File: src/rtl/mole_controller.sv
// Whack-a-mole game sequencer: requests mole positions, times each mole,
// scores hits and counts misses until the game ends.
module mole_controller #(
   parameter int MOLE_TICKS = 8,
   parameter int GAP_TICKS  = 2,
   parameter int MAX_MISSES = 3
) (
   input  logic       i_clk,
   input  logic       i_rst_n,
   input  logic       i_tick,
   input  logic       i_start,
   input  logic [7:0] i_whack,
   input  logic [2:0] i_mole_position,
   output logic       o_change_position,
   output logic       o_mole_up,
   output logic       o_hit,
   output logic       o_miss,
   output logic [7:0] o_score,
   output logic [3:0] o_misses,
   output logic       o_game_over
);

   typedef enum logic [2:0] {
      S_IDLE,
      S_REQ,
      S_SETTLE,
      S_SHOW,
      S_GAP,
      S_OVER
   } state_e;

   state_e     state_q;
   logic [7:0] timer_q;
   logic [7:0] whack_q;
   logic [7:0] score_q;
   logic [3:0] misses_q;
   logic       hit_q;
   logic       miss_q;
   logic       chg_q;
   logic       up_q;
   logic       over_q;

   logic [7:0] edge_w;
   logic [7:0] pos_mask;
   logic       hit_w;
   logic       wrong_w;
   logic       tout_w;
   logic [3:0] misses_d;
   logic       final_w;

   always_comb begin
      edge_w   = i_whack & ~whack_q;
      pos_mask = 8'b1 << i_mole_position;
      hit_w    = |(edge_w & pos_mask);
      wrong_w  = |(edge_w & ~pos_mask);
      tout_w   = i_tick && (timer_q == 8'd1);
      misses_d = misses_q + 4'd1;
      final_w  = (misses_d == 4'(MAX_MISSES));
   end

   always_ff @(posedge i_clk or negedge i_rst_n) begin
      if (!i_rst_n) begin
         state_q  <= S_IDLE;
         timer_q  <= 8'd0;
         whack_q  <= 8'hFF;
         score_q  <= 8'd0;
         misses_q <= 4'd0;
         hit_q    <= 1'b0;
         miss_q   <= 1'b0;
         chg_q    <= 1'b0;
         up_q     <= 1'b0;
         over_q   <= 1'b0;
      end else begin
         whack_q <= i_whack;
         hit_q   <= 1'b0;
         miss_q  <= 1'b0;
         chg_q   <= 1'b0;
         unique case (state_q)
            S_IDLE, S_OVER: begin
               if (i_start) begin
                  score_q  <= 8'd0;
                  misses_q <= 4'd0;
                  over_q   <= 1'b0;
                  state_q  <= S_REQ;
               end
            end
            S_REQ: begin
               chg_q   <= 1'b1;
               state_q <= S_SETTLE;
            end
            S_SETTLE: begin
               timer_q <= 8'(MOLE_TICKS);
               up_q    <= 1'b1;
               state_q <= S_SHOW;
            end
            S_SHOW: begin
               if (hit_w) begin
                  hit_q   <= 1'b1;
                  if (score_q != 8'hFF) score_q <= score_q + 8'd1;
                  up_q    <= 1'b0;
                  timer_q <= 8'(GAP_TICKS);
                  state_q <= S_GAP;
               end else if (tout_w || wrong_w) begin
                  // a timeout takes the mole down; a wrong hole leaves it up
                  miss_q   <= 1'b1;
                  misses_q <= misses_d;
                  if (final_w) begin
                     up_q    <= 1'b0;
                     over_q  <= 1'b1;
                     state_q <= S_OVER;
                  end else if (tout_w) begin
                     up_q    <= 1'b0;
                     timer_q <= 8'(GAP_TICKS);
                     state_q <= S_GAP;
                  end
               end else if (i_tick) begin
                  timer_q <= timer_q - 8'd1;
               end
            end
            S_GAP: begin
               if (i_tick) begin
                  if (timer_q == 8'd1) state_q <= S_REQ;
                  else timer_q <= timer_q - 8'd1;
               end
            end
            default: state_q <= S_IDLE;
         endcase
      end
   end

   assign o_change_position = chg_q;
   assign o_mole_up         = up_q;
   assign o_hit             = hit_q;
   assign o_miss            = miss_q;
   assign o_score           = score_q;
   assign o_misses          = misses_q;
   assign o_game_over       = over_q;

endmodule

File: config.mk
export PLATFORM = sky130hd
export DESIGN_NAME = mole_controller
export DESIGN_NICKNAME = d
export VERILOG_FILES = /design/src/rtl/mole_controller.sv
export SDC_FILE = /design/constraint.sdc
export NUM_CORES = 1
export LEC_CHECK = 0
export CAP_MARGIN = 5
export CORE_ASPECT_RATIO = 0.9
export CORE_MARGIN = 4
export CORE_UTILIZATION = 50
export CTS_BUF_LIST = sky130_fd_sc_hd__clkbuf_4
export CTS_CLUSTER_SIZE = 12
export DETAILED_ROUTE_END_ITERATION = 10
export GPL_TIMING_DRIVEN = 0
export PLACE_DENSITY = 0.76
export SYNTH_ARGS = -nofsm -noshare
export SYNTH_HDL_FRONTEND = slang
export SYNTH_SLANG_ARGS = --single-unit
File: constraint.sdc
create_clock -name i_clk -period 1.9 [get_ports i_clk]
set_input_delay 0.19 -clock i_clk [delete_from_list [all_inputs] [get_ports i_clk]]
set_output_delay 0.19 -clock i_clk [all_outputs]
set_load 0.02 [all_outputs]
==> metrics.yaml <==
status:
  outcome: "finished, violations left"
  violations: "setup timing"
logic_synthesis:
  synth_cell_types: 55
  synth_area_leaders: "dfrtp_1 (33%), dfstp_2 (9.9%), nand2b_4 (4.5%)"
  async_reset_ff_share_pct: 100
  syn_nets: 236
  yosysTopAreaCell: "dfrtp_1"
  ys.flop_type: "dfrtp_1"
  ys_seq_area_share_pct: 42.9
  netlist_area_um2: 2120
  syn_inst: 216
  synth_area_per_cell_um2: 9.84
  ys_seq_elements: 36
  yosys_warnings: 0
  yosysTopAreaCellShare_pct: 33.0
  synth-edff-count: 0
critical_path:
  crit_chain: "nand2b_4 > mux4_2 > mux2i_4 > buf_6 > and3b_2 > a21o_1 > a32o_2"
  crit_fanout: 4
  worst_path_dominant_cell_family: "multiplexers"
  crit_path_end_kind: "flop"
  crit_buf_inv: 1
  critPathRequiredTime_ns: 2.15
  critPathMaxStageDelay_ns: 0.49
  cpMaxStageDelayCell: "mux4_2"
  worstSetupStartpointType: "flop"
  crit_type: "flop to flop"
  critPathArrivalTime_ns: 2.37
floorplan:
  die_x_um: 76.7
  dieArea_um2: 5360
  io_pins: 32
  core_um2: 4100
  start_util_pct: 51.8
  rows: 22
  die_y_um: 69.8
routing:
  vias: 1888
  drt_wl_total_um: 5060
  route.detailed.drc: 0
  viasPerCell: 5.81
  drt-wirelength-per-cell_um: 15.6
  drtAntennaViolNets: 0
  drt-initial-drc-count: 112
  firstDrtPassIters: 4
global_route:
  antenna_found_initial: 0
  grt_start_max_net_pins: 37
  grt_first_pass_wirelength_um: 8170
  grt_pass1_vias: 1779
  overflow: 0
  grt_util_all_layers_pct: 19.0
place:
  gp_congestion: 0.825
  dp_hpwl_um: 3090
  io_buffers: 29
  placed_cell_area_um2: 2520
  place_inst: 293
final_layout:
  fin_nets: 296
  final_cell_mix: "clkdlybuf4s50_1 (28), dfrtp_1 (25), nor2_1 (17)"
  final_area_um2: 2970
  layout.cells.non_filler: 325
  antenna_cells: 0
  final_common_cell: "clkdlybuf4s50_1"
  layout-drive-gt1-share_pct: 36.5
  area_growth_pct: 39.9
power:
  vdd_drop_max_v: 0.000625
  leakage_uw: 0.00128
  power_density_nw_per_um2: 1250
  totalPowerFinal_uw: 3720
clock_network:
  clock-sinks: 36
  cts.htree.levels: 2
  worstSkewPairLatency_ns: 0.35
  cts_tree: "built"
  cts.path.max_buffers: 2
  numCtsBuffers: 5
  path_clk_slew_ns: 0.11
  cts-root-buf: "clkbuf_4"
timing:
  max_freq_mhz: 472
  finalMaxSlewViolations: 0
  hold_viol_final: 0
  rsz0062_at_grt: "yes"
  setup_viol: 24
  fin_crit_sh_pct: 112
  hold_slack_ns: 0.319
  finClkSkew_ns: 0.00470
  maxSlewHeadroom_pct: 47.6
  worst_slew_pin_slew_ns: 0.785
  min_period_ns: 2.12
  setup_ws_ns: -0.221
flow_run:
  maxCapViolations: 0
hold_path:
  hp-class: "primary input to flop"
## worst reg2reg max path: stages (launching register included)
cell	delay, ns
dfstp_2	0.38
nand2b_4	0.14
mux4_2	0.49
mux2i_4	0.22
buf_6	0.14
and3b_2	0.22
a21o_1	0.19
a32o_2	0.25
## where the power goes
part / switching [µW] / total, µW / internal, µW
combinational: 1100 / 2180 / 1080
sequential: 184 / 1130 / 947
clock: 267 / 403 / 136
## worst paths after layout
check                                 startpoint                       to  slack, ns  cells after the start
max                         whack_q[6]$_DFF_PN1_   timer_q[3]$_DFFE_PN0P_      -0.22                      7
min                                   i_whack[2]     whack_q[2]$_DFF_PN1_       0.32                      1
max reg2reg                 whack_q[6]$_DFF_PN1_   timer_q[3]$_DFFE_PN0P_      -0.22                      7
min reg2reg                o_mole_up$_DFFE_PN0P_    o_mole_up$_DFFE_PN0P_       0.53                      1
max in group asynchronous                i_rst_n  o_misses[1]$_DFFE_PN0P_       0.91                      2
min in group asynchronous                i_rst_n   timer_q[5]$_DFFE_PN0P_       0.45                      2
## registers in the layout, summed over array words and instances (netlist names)
name / cells
o_change_position: 1
timer_q: 8
o_game_over: 1
o_mole_up: 1
state_q: 3
o_score: 8
o_miss: 1
o_hit: 1
whack_q: 8
o_misses: 4
## Yosys cell counts (3+ instances only)
library cell,n
nor2_1,20
ha_1,5
clkbuf_1,4
nand3b_1,3
o21ai_1,13
nand4_1,3
a21oi_1,3
inv_1,10
nand3_1,12
nand2_1,18
nand2b_1,4
nor3_1,6
xnor2_1,5
a22o_1,5
nand2b_4,7
dfstp_2,8
dfrtp_1,28
buf_6,3
or3_1,3
o21ai_0,7
nor4_1,3
## what timing repair did
item,4_1_cts,5_1_grt
setup buffers,16,7
pin swaps,9,13
hold buffers,1,0
setup endpoints to repair,22,25
resized for setup,18,32
hold endpoints to repair,28,0
gates cloned,2,0
## cell type report
cell class / count / area, µm²
Tap cell: 48 / 60.1
Inverter: 10 / 37.5
Timing Repair Buffer: 55 / 524
Buffer: 8 / 62.6
Sequential cell: 36 / 915
Multi-Input combinational cell: 160 / 1320
Clock buffer: 5 / 37.5
Clock inverter: 3 / 13.8
Fill cell: 305 / 1130
## metal layers
layer	vias to the layer above	part of all wire, %	track usage (%)
li1	906	-	-
met1	918	45	25.7
met2	56	49	29.2
met3	8	4.2	3.90
met4	0	1.8	8.25
met5	-	0	0
## kinds of logic (layout without fill, tap and decap cells)
group | count (synthesis) | after routing | share of synthesized area [%]
muxes | 4 | 4 | 3.65
and+or+nand+nor | 93 | 93 | 25.7
xor gates and xnor gates | 7 | 7 | 2.89
adders and majority gates | 5 | 5 | 2.94
buffers and inverters | 20 | 81 | 4.89
DFF | 36 | 36 | 42.9
AOI/OAI and AO/OA | 51 | 51 | 17.0
## stage by stage
step                      TNS [ns]  util (%)  worst slack (ns)
after floorplan             -0.781         -            -0.137
after global placement      -14.34      61.7            -0.513
after detailed placement     -9.71      61.6            -0.548
after CTS                    -1.91      68.4            -0.160
after global routing         -4.65      72.5            -0.266
final                        -2.92      72.5            -0.221
Power figures use the tool's default switching activity.
